$ cat src/rtl/seq_divider_if.sv
// ----------------------------------------------------------------------------
// seq_divider_if
// Request/response bundle for the sequential sign-magnitude divider.
//   start     : request a division (sampled only while the divider is idle)
//   dividend  : 32-bit sign-magnitude operand (bit31 sign, bits30:0 magnitude)
//   divisor   : 16-bit sign-magnitude operand (bit15 sign, bits14:0 magnitude)
//   quotient  : 16-bit sign-magnitude result
//   remainder : 16-bit sign-magnitude result
//   busy      : division in progress
//   done      : one-cycle pulse when results are valid
//   dz / ovf  : divide-by-zero / quotient-overflow flags, valid with done
// master = requester, slave = divider.
// ----------------------------------------------------------------------------
interface seq_divider_if;

  logic        start;
  logic [31:0] dividend;
  logic [15:0] divisor;
  logic [15:0] quotient;
  logic [15:0] remainder;
  logic        busy;
  logic        done;
  logic        dz;
  logic        ovf;

  modport master (
    output start,
    output dividend,
    output divisor,
    input  quotient,
    input  remainder,
    input  busy,
    input  done,
    input  dz,
    input  ovf
  );

  modport slave (
    input  start,
    input  dividend,
    input  divisor,
    output quotient,
    output remainder,
    output busy,
    output done,
    output dz,
    output ovf
  );

endinterface : seq_divider_if

$ cat src/rtl/seq_divider.sv
// ----------------------------------------------------------------------------
// seq_divider
// Sequential restoring divider, 31-bit magnitude by 15-bit magnitude, giving
// a 15-bit quotient magnitude and 15-bit remainder magnitude in 15 steps.
// Operands and results are sign-magnitude; zero results never carry a sign.
// Ports:
//   clk   : rising-edge clock
//   rst_n : asynchronous active-low reset
//   bus   : seq_divider_if.slave (start/operands in, results/status out)
// ----------------------------------------------------------------------------
module seq_divider (
  input  logic          clk,
  input  logic          rst_n,
  seq_divider_if.slave  bus
);

  localparam int unsigned DVD_W  = 32;
  localparam int unsigned DVS_W  = 16;
  localparam int unsigned MAG_W  = 15;
  localparam int unsigned CNT_W  = 4;
  localparam int unsigned STEPS  = 15;

  typedef enum logic [1:0] {
    IDLE = 2'd0,
    RUN  = 2'd1,
    FIN  = 2'd2
  } state_e;

  // Architectural state
  state_e             state_q,  state_d;
  logic [CNT_W-1:0]   cnt_q,    cnt_d;
  logic [MAG_W-1:0]   pr_q,     pr_d;      // partial remainder
  logic [MAG_W-1:0]   dvd_q,    dvd_d;     // low dividend bits out, quotient bits in
  logic [MAG_W-1:0]   dvs_q,    dvs_d;     // divisor magnitude
  logic               sq_q,     sq_d;      // quotient sign
  logic               sr_q,     sr_d;      // remainder sign
  logic [DVS_W-1:0]   quot_q,   quot_d;
  logic [DVS_W-1:0]   rem_q,    rem_d;
  logic               busy_q,   busy_d;
  logic               done_q,   done_d;
  logic               dz_q,     dz_d;
  logic               ovf_q,    ovf_d;

  // One restoring step: 16-bit trial value, compare, subtract or restore
  logic [MAG_W:0]     shifted_c;
  logic               step_ok_c;
  logic [MAG_W-1:0]   pr_step_c;
  logic [MAG_W-1:0]   dvd_step_c;

  // Start-time operand classification
  logic [MAG_W-1:0]   in_dvs_mag_c;
  logic [MAG_W:0]     in_dvd_hi_c;

  always_comb begin
    shifted_c  = {pr_q, dvd_q[MAG_W-1]};
    step_ok_c  = (shifted_c >= {1'b0, dvs_q});
    pr_step_c  = step_ok_c ? MAG_W'(shifted_c - {1'b0, dvs_q})
                           : shifted_c[MAG_W-1:0];
    dvd_step_c = {dvd_q[MAG_W-2:0], step_ok_c};
  end

  assign in_dvs_mag_c = bus.divisor[MAG_W-1:0];
  assign in_dvd_hi_c  = bus.dividend[DVD_W-2:MAG_W];

  // Next-state and output logic
  always_comb begin
    state_d = state_q;
    cnt_d   = cnt_q;
    pr_d    = pr_q;
    dvd_d   = dvd_q;
    dvs_d   = dvs_q;
    sq_d    = sq_q;
    sr_d    = sr_q;
    quot_d  = quot_q;
    rem_d   = rem_q;
    busy_d  = busy_q;
    done_d  = 1'b0;
    dz_d    = dz_q;
    ovf_d   = ovf_q;

    unique case (state_q)
      IDLE: begin
        if (bus.start) begin
          dvs_d = in_dvs_mag_c;
          sq_d  = bus.dividend[DVD_W-1] ^ bus.divisor[DVS_W-1];
          sr_d  = bus.dividend[DVD_W-1];
          // Upper dividend bits are below the divisor on the RUN path,
          // so they fit in the 15-bit partial remainder.
          pr_d  = in_dvd_hi_c[MAG_W-1:0];
          dvd_d = bus.dividend[MAG_W-1:0];
          if (in_dvs_mag_c == '0) begin
            dz_d    = 1'b1;
            ovf_d   = 1'b0;
            quot_d  = '0;
            rem_d   = '0;
            state_d = FIN;
          end else if (in_dvd_hi_c >= {1'b0, in_dvs_mag_c}) begin
            // Quotient would not fit in 15 bits
            dz_d    = 1'b0;
            ovf_d   = 1'b1;
            quot_d  = '0;
            rem_d   = '0;
            state_d = FIN;
          end else begin
            dz_d    = 1'b0;
            ovf_d   = 1'b0;
            busy_d  = 1'b1;
            cnt_d   = CNT_W'(STEPS);
            state_d = RUN;
          end
        end
      end

      RUN: begin
        pr_d  = pr_step_c;
        dvd_d = dvd_step_c;
        cnt_d = cnt_q - CNT_W'(1);
        if (cnt_q == CNT_W'(1)) begin
          // Sign bits are suppressed on zero magnitudes
          quot_d  = {sq_q & (|dvd_step_c), dvd_step_c};
          rem_d   = {sr_q & (|pr_step_c),  pr_step_c};
          busy_d  = 1'b0;
          state_d = FIN;
        end
      end

      FIN: begin
        done_d  = 1'b1;
        state_d = IDLE;
      end

      default: begin
        state_d = IDLE;
      end
    endcase
  end

  // State register
  always_ff @(posedge clk or negedge rst_n) begin
    if (!rst_n) begin
      state_q <= IDLE;
      cnt_q   <= '0;
      pr_q    <= '0;
      dvd_q   <= '0;
      dvs_q   <= '0;
      sq_q    <= 1'b0;
      sr_q    <= 1'b0;
      quot_q  <= '0;
      rem_q   <= '0;
      busy_q  <= 1'b0;
      done_q  <= 1'b0;
      dz_q    <= 1'b0;
      ovf_q   <= 1'b0;
    end else begin
      state_q <= state_d;
      cnt_q   <= cnt_d;
      pr_q    <= pr_d;
      dvd_q   <= dvd_d;
      dvs_q   <= dvs_d;
      sq_q    <= sq_d;
      sr_q    <= sr_d;
      quot_q  <= quot_d;
      rem_q   <= rem_d;
      busy_q  <= busy_d;
      done_q  <= done_d;
      dz_q    <= dz_d;
      ovf_q   <= ovf_d;
    end
  end

  assign bus.quotient  = quot_q;
  assign bus.remainder = rem_q;
  assign bus.busy      = busy_q;
  assign bus.done      = done_q;
  assign bus.dz        = dz_q;
  assign bus.ovf       = ovf_q;

endmodule : seq_divider

$ cat src/flat_wrapper.sv
// flat-port wrapper written by rule: the top's interface ports become plain ports
module seq_divider_flat 
  (clk, rst_n, bus_start, bus_dividend, bus_divisor, bus_quotient, bus_remainder, bus_busy, bus_done, bus_dz, bus_ovf);
  seq_divider_if bus_i ();
  input  logic clk;
  input  logic rst_n;
  input wire logic [$bits(bus_i.start)-1:0] bus_start;
  input wire logic [$bits(bus_i.dividend)-1:0] bus_dividend;
  input wire logic [$bits(bus_i.divisor)-1:0] bus_divisor;
  output wire logic [$bits(bus_i.quotient)-1:0] bus_quotient;
  output wire logic [$bits(bus_i.remainder)-1:0] bus_remainder;
  output wire logic [$bits(bus_i.busy)-1:0] bus_busy;
  output wire logic [$bits(bus_i.done)-1:0] bus_done;
  output wire logic [$bits(bus_i.dz)-1:0] bus_dz;
  output wire logic [$bits(bus_i.ovf)-1:0] bus_ovf;
  assign bus_i.start = bus_start;
  assign bus_i.dividend = bus_dividend;
  assign bus_i.divisor = bus_divisor;
  assign bus_quotient = bus_i.quotient;
  assign bus_remainder = bus_i.remainder;
  assign bus_busy = bus_i.busy;
  assign bus_done = bus_i.done;
  assign bus_dz = bus_i.dz;
  assign bus_ovf = bus_i.ovf;
  seq_divider u_core (.clk(clk), .rst_n(rst_n), .bus(bus_i));
endmodule
$ cat config.mk
export PLATFORM = sky130hd
export DESIGN_NAME = seq_divider_flat
export DESIGN_NICKNAME = d
export VERILOG_FILES = /design/src/rtl/seq_divider_if.sv /design/src/rtl/seq_divider.sv /design/src/flat_wrapper.sv
export SDC_FILE = /design/constraint.sdc
export NUM_CORES = 1
export LEC_CHECK = 0
export ABC_AREA = 1
export BUFFER_PORTS_ARGS = -buffer_cell sky130_fd_sc_hd__buf_2
export CAP_MARGIN = 20
export CORE_ASPECT_RATIO = 2
export CORE_MARGIN = 3
export CORE_UTILIZATION = 62
export CTS_CLUSTER_DIAMETER = 50
export CTS_CLUSTER_SIZE = 25
export DETAILED_ROUTE_END_ITERATION = 6
export PLACE_DENSITY = 0.86
export SLEW_MARGIN = 20
export SYNTH_ARGS = -nofsm -noshare
export SYNTH_HDL_FRONTEND = slang
export SYNTH_SLANG_ARGS = --single-unit
$ cat constraint.sdc
create_clock -name clk -period 6.25 [get_ports clk]
set_input_delay 1.25 -clock clk [delete_from_list [all_inputs] [get_ports clk]]
set_output_delay 1.25 -clock clk [all_outputs]
set_load 0.1 [all_outputs]
-- Word-level counts from Yosys, hierarchy flattened
Cells that the tools add are included.
- output and inout bits: 36
- bits of input ports: 51
- bits in registers: 89
- logic and storage cells: 69
- bitwise gates (word level): 3
- magnitude comparators: 2
- eq/ne operators: 8
- add/subtract/negate cells: 2
- multiplexer cells: 30
- reductions and logical operators: 11
- operator list (operator ; count):
    $mux 16 ; 5
    $pmux 16 s2 ; 2
    $pmux 15 s2 ; 2
    $mux 15 ; 3
    $ge 16x15->1 ; 2
    $reduce_or 15->1 ; 2
    $logic_not 15->1 ; 1
    $sub 15x15->15 ; 1
    $mux 4 ; 3
    $mux 1 ; 8
    $mux 2 ; 4
    $pmux 4 s2 ; 1
    $reduce_and 4->1 ; 2
    $ne 2x2->1 const B ; 3
    $reduce_and 2->1 ; 3
    $reduce_and 5->1 ; 1
    $eq 4x1->1 const B ; 1
    $pmux 2 s2 ; 1
    $sub 4x1->4 const B ; 1
    $ne 3x1->1 const B ; 1
    $and 1x1->1 ; 2
    $eq 2x1->1 const B ; 1
    $eq 2x2->1 const B ; 1
    $logic_not 2->1 ; 1
    4 further kinds ; 4

-- Longest topological paths before layout
Gate-level depths: netlist of run 1.
- word-level depth: 6
- depth in mapped cells: 19
- gate-level depth less buffers: 19

-- Worst setup path before layout of run 1
OpenSTA, ideal clock, no wires.
- path kind: input to register
- start: input bus_divisor[7]
- end: register u_core.rem_q[8] (netlist: u_core.bus.remainder[8])
- path buffers: 1
- required time: 6.167 ns
- path slack: 3.463 ns
- arrival: 2.704 ns
- stages on the path: 13
- setup time: 0.083 ns
- cell sequence: inv_1 -> ha_1 -> a21oi_1 -> o21ai_0 -> o21bai_1 -> nand2_1 -> nand3_1 -> nor2_1 -> nand2_1 -> nand2_2 -> buf_2 -> nand2_1 -> o21ai_0
- longest elaborated chain between the ends: 4
- elaborated cells between the ends (all ways): 7
- classes of those cells: order compare (1); eq/ne (1); mux (3); reduce/logical (2)
- ends and longest elaborated chain (element ; RTL line ; source):
    start: declaration ; flat_wrapper.sv:9 ; input wire logic [$bits(bus_i.divisor)-1:0] bus_divisor;
    branches (longest 4 deep; another with $ge 16x15->1) ; - ;
    end signal: assignment ; seq_divider.sv:163 ; rem_q <= rem_d;
    end: declaration ; seq_divider.sv:38 ; logic [DVS_W-1:0] rem_q, rem_d;
Parallel ways; which one is timed is not known. The select of a mux whose other input is x is not followed.
A chain may end at the register's enable or synchronous reset.

-- Worst setup path in the final report of run 1
- start: input bus_start
- end: register u_core.rem_q[3] (netlist: u_core.bus.remainder[3])
- longest elaborated chain between the ends: 2
- ends and longest elaborated chain (element ; RTL line ; source):
    start: declaration ; flat_wrapper.sv:7 ; input wire logic [$bits(bus_i.start)-1:0] bus_start;
    $ne 2x2->1 (no source line) ; - ;
    $reduce_and 4->1 (no source line) ; - ;
Every way passes these cells.

==> results of run 1 <==
## kinds of logic (layout without fill, tap and decap cells)
| family | Yosys count | in the layout | share of synthesized area, % |
|---|---|---|---|
| DFF | 89 | 89 | 41.74 |
| xor gates and xnor gates | 9 | 9 | 1.478 |
| adders and majority gates | 33 | 33 | 7.880 |
| buffers and inverters | 117 | 198 | 8.771 |
| AOI/OAI and AO/OA | 112 | 112 | 11.26 |
| and+or+nand+nor | 354 | 354 | 28.87 |
## routing by layer
metal,global-route usage [%],wire [um],part of all wire (%),vias to the layer above
li1,-,-,-,2457
met1,32.24,5264,34,2353
met2,62.70,8742,56,178
met3,3.214,512,3.3,60
met4,21.86,1047,6.7,0
met5,0,0,0,-
## cells in the mapped netlist (8+ instances only)
cell      instances
dfrtp_1          89
nand2_1         216
nand3_1          58
ha_1             32
nand4_1          10
o21ai_0          62
o21ai_1          11
nor2_1           40
a21oi_1          23
buf_2             8
clkbuf_1         13
inv_1            88
## layout by cell type, fill, tap and decap left out
master and count:
a21oi_1 23, a21oi_2 2, a22o_1 1, a22oi_1 7, a31oi_1 3, and2_1 2, buf_2 85, buf_4 2
buf_6 1, clkbuf_16 9, clkbuf_8 1, clkinv_2 2, clkinv_4 1, clkinvlp_4 2, dfrtp_1 89, fa_1 1
ha_1 32, inv_1 88, inv_2 6, inv_6 1, nand2_1 216, nand2_2 7, nand2_4 1, nand3_1 58
nand3_2 5, nand4_1 10, nor2_1 40, nor2_2 4, nor2_4 2, nor3_1 4, nor3_2 1, nor4_1 3
nor4_2 1, o21a_1 2, o21ai_0 62, o21ai_1 11, o21bai_1 1, xnor2_1 2, xor2_1 7
## per-stage QoR
step | hold WS, ps | instances | util [%] | setup WS (ps) | area, um2
2_1_floorplan | 441.5 | 714 | - | 3463 | 5335
3_3_place_gp | 452.7 | 877 | 69.34 | 2476 | 5791
3_5_place_dp | 469.4 | 877 | 69.34 | 2333 | 5791
4_1_cts | 481.1 | 893 | 72.72 | 2687 | 6072
5_1_grt | 499.4 | 893 | 72.76 | 2307 | 6076
6_report | 482.5 | 893 | 72.76 | 2646 | 6076
## final cells by class
| type | count | area, um2 |
|---|---|---|
| Tap cell | 98 | 122.6 |
| Timing Repair Buffer | 88 | 451.7 |
| Clock buffer | 10 | 239.0 |
| Inverter | 94 | 352.8 |
| Fill cell | 687 | 2275 |
| Clock inverter | 6 | 42.54 |
| Sequential cell | 89 | 2227 |
| Multi-Input combinational cell | 508 | 2640 |
## worst max-delay path, delay by kind of cell
kind | cells | cell delay, ps
buffers and inverters | 5 | 1000
and+or+nand+nor | 4 | 1250
AOI/OAI and AO/OA | 1 | 220
## sequential cells by signal, summed over array words and instances, names as in the netlist
name and cells:
u_core.sr_q 1, u_core.sq_q 1, u_core.pr_q 15, u_core.state_q 2
u_core.bus.remainder 16, u_core.dvs_q 15, u_core.bus.dz 1, u_core.bus.quotient 16
u_core.bus.busy 1, u_core.dvd_q 15, u_core.bus.done 1, u_core.bus.ovf 1
u_core.cnt_q 4
## worst paths after layout
kind | from | endpoint | slack [ps] | depth (start not counted)
min reg2reg | u_core.state_q[0] | u_core.bus.done | 480 | 1
max in group asynchronous | rst_n | u_core.dvs_q[0] | 4740 | 1
min | u_core.state_q[0] | u_core.bus.done | 480 | 1
min in group asynchronous | rst_n | u_core.dvd_q[9] | 960 | 1
max reg2reg | u_core.state_q[1] | u_core.bus.remainder[3] | 3160 | 10
max | bus_start | u_core.bus.remainder[3] | 2650 | 10
==> flow_summary.toml, run 1 <==
[run_status]
status = "finished, final reports clean"

[floorplanning]
boundaryPins = 87
dieHeight_um = 137.2
die_w_um = 71.60
core_area_um2 = 8351
start_util_pct = 63.89
core.rowCount = 47
die-area_um2 = 9822

[logic_synthesis]
ys_seq_elements = 89
synth-async-reset-ratio_pct = 100.0
ys_warn_count = 0
synthTopCellsByArea = "dfrtp_1, nand2_1, ha_1"
synth_ff_type = "dfrtp_1"
syn-instance-count = 714
synth_area_leader_cell = "dfrtp_1"
syn-num-nets = 798
yosys.cell_types.count = 34
netlist_area_um2 = 5335
synth_top_cell_area_share_pct = 41.74
synth-seq-area-share_pct = 41.74
synth_edf_count = 0
syn_area_per_cell_um2 = 7.472

[timing]
rsz0062_at_grt = "false"
final-hold-violation-count = 0
worstMarginPinSlew_ps = 944.8
slew_headroom_pct = 36.79
clock-skew-final_ps = 4.867
period_share_pct = 57.66
period_needed_ps = 3604
report.final.setup_viol = 0
slew_violations = 0
max_freq_mhz = 277.5
fin_tns_setup_ps = 0

[worst_setup_path]
cp_data_required_time_ps = 6420
worstSetupPathType = "in -> reg"
cp_slowest_cell = "nand2_2"
slowest_delay_ps = 670
worstPathMaxFanout = 63
cp-end-kind = "flop"
crit_chain = "buf_2 > nand2_1 > buf_4 > inv_2 > nor2_4 > inv_2 > nand2_1 > inv_1 > nand2_2 > o21ai_0"
worstPathArrival_ps = 3770
crit_path_start_kind = "input pin"

[clocking]
path_clk_slew_ps = 60
cts_resized = 0
insertion_delay_ps = 340
clock_sinks = 89
h-tree-depth = 3
clk_path_buf_depth = 2
cts_root_buffer = "clkbuf_16"
ctsHoldBuffers = 0
post_cts_buffers = 0
cts_tree = "done"
numCtsBuffers = 9

[grt]
overflow = 0
grt_pass1_vias = 4999
grt_first_pass_wirelength_mm = 24.28
antenna_found_initial = 0
grt_max_degree = 90
grt_use_total_pct = 32.85

[route]
remaining_drc_errors = 0
drt_iter0_drc = 408
avgRoutedWirePerCell_um = 17.43
avgViaCountPerCell = 5.653
ant_nets = 0
drt-total-wl_mm = 15.57
vias = 5048
dr.pass1.iters = 5

[placement]
portBuffers = 86
dpl.hpwl_mm = 12.18
gp_congestion = 0.9649

[job]
maxCapViolCount = 0

[layout]
fin_nets = 874
antenna_cells = 0
syn_to_final_growth_pct = 13.88
layout-drive-gt1-share_pct = 16.73

[hold_path]
worstHoldPathType = "reg -> reg"
Power of run 1 is not shown: default switching activity piles up to over one toggle a cycle in this logic, so the estimate is an artifact.
==> inputs of run 2 (changes only) <==
CORE_UTILIZATION = 57   (was 62)
PLACE_DENSITY = 0.8   (was 0.86)
clock period = 3.5 ns   (was 6.25 ns; I/O delays follow)
==> flow_summary.toml, run 2 (synthesis gave the netlist of run 1 again) <==
[grt]
grt_first_pass_wirelength_mm = 24.62
grt_use_total_pct = 31.16
grt_max_degree = 90
grt_pass1_vias = 5049
overflow = 0
antenna_found_initial = 0

[floorplanning]
core.rowCount = 49
core_area_um2 = 9074
dieHeight_um = 142.8
start_util_pct = 58.80
die-area_um2 = 10630
die_w_um = 74.41
boundaryPins = 87

[worst_setup_path]
worstPathArrival_ps = 3160
cp-end-kind = "flop"
cp_data_required_time_ps = 3730
r2r_start = "u_core.dvd_q[14]"
worstSetupPathType = "reg -> reg"
reg2regPathDepth = 19
crit_path_start_kind = "flop"
regToRegSetupSlack_ps = 570
worstPathMaxFanout = 19
r2r-end = "u_core.bus.remainder[15]"

[timing]
final-hold-violation-count = 0
rsz0062_at_grt = "false"
slew_violations = 0
period_share_pct = 83.79
period_needed_ps = 2933
report.final.setup_viol = 0
clock-skew-final_ps = 8.767
max_freq_mhz = 341.0
slew_headroom_pct = 46.93
worstMarginPinSlew_ps = 796.1
fin_tns_setup_ps = 0

[placement]
gp_congestion = 0.9137
dpl.hpwl_mm = 12.19
portBuffers = 86
dp.cells = 883

[route]
vias = 4970
ant_nets = 0
dr.pass1.iters = 6
avgViaCountPerCell = 5.528
drt_iter0_drc = 277
remaining_drc_errors = 0
drt-total-wl_mm = 15.38
avgRoutedWirePerCell_um = 17.11

[clocking]
cts_root_buffer = "clkbuf_16"
ctsHoldBuffers = 0
h-tree-depth = 3
clock_sinks = 89
post_cts_buffers = 0
insertion_delay_ps = 340
cts_resized = 0
path_clk_slew_ps = 70
clk_path_buf_depth = 2
cts_tree = "done"
numCtsBuffers = 9

[layout]
layout-drive-gt1-share_pct = 16.94
fin_nets = 876
finalNonFillerCells = 899
final_cell_mix = "nand2_1, dfrtp_1, inv_1"
antenna_cells = 0
syn_to_final_growth_pct = 14.54
final_common_cell = "nand2_1"
fillers = 815

[job]
maxCapViolCount = 0

[run_status]
status = "finished, final reports clean"

[hold_path]
worstHoldPathType = "in -> async"
[run 2: cell types whose count changed in the layout (fill, tap and decap cells not counted), sizes merged]
cell,before,now
clkinvlp,2,0
inv,95,97
clkinv,3,4
clkbuf,10,9
buf,88,90
[run 2: layout make-up]
class	count	area, um2	area share, %
tap	102	127.6	2.088
multi-input combinational	508	2640	43.20
inverter	94	352.8	5.774
clock buffer	9	225.2	3.686
sequential	89	2227	36.45
timing repair buffer	90	466.7	7.637
clock inverter	7	71.32	1.167
[run 2: layer usage]
layer / track usage, % / part of all wire, % / up-vias
li1: - / - / 2456
met1: 31.68 / 35 / 2351
met2: 56.98 / 56 / 115
met3: 3.312 / 2.3 / 48
met4: 20.73 / 6.6 / 0
met5: 0 / 0 / -
[run 2: metrics by stage]
step	instance area, um2	worst slack (ps)	util [%]	hold slack, ps
6_report	6111	567.2	67.35	408.6
4_1_cts	6107	579.4	67.31	486.8
3_5_place_dp	5811	581.8	64.04	469.2
5_1_grt	6111	364.9	67.35	456.2
2_1_floorplan	5335	1263	-	404.4
3_3_place_gp	5811	554.8	64.04	464.1
[run 2: worst max-delay path by stage]
stage	end	start	slack, ps	cells after the start
floorplan	u_core.bus.remainder[8]	bus_divisor[7]	1260	13
global placement	u_core.bus.remainder[15]	u_core.dvd_q[14]	550	19
detailed placement	u_core.bus.remainder[15]	u_core.dvd_q[14]	580	19
CTS	u_core.bus.remainder[15]	u_core.dvd_q[14]	580	19
global route	u_core.bus.remainder[15]	u_core.dvd_q[14]	360	19
finish	u_core.bus.remainder[15]	u_core.dvd_q[14]	570	19
[run 2: worst max-delay path, cell delays in order, from the launching register on]
cell and delay [ps]:
dfrtp_1 410, inv_1 70, ha_1 210, fa_1 410, inv_1 140, nand3_1 100
nand2_2 130, nand2_2 70, nand3_2 60, nand2_2 160, nand2_4 270, inv_1 150
nand2_1 90, nand2_1 70, nor2_1 90, nand2_1 70, nor2_1 120, nand2_1 80
nand2_1 70, nand2_1 50
Power of run 2 is left out for the same reason.
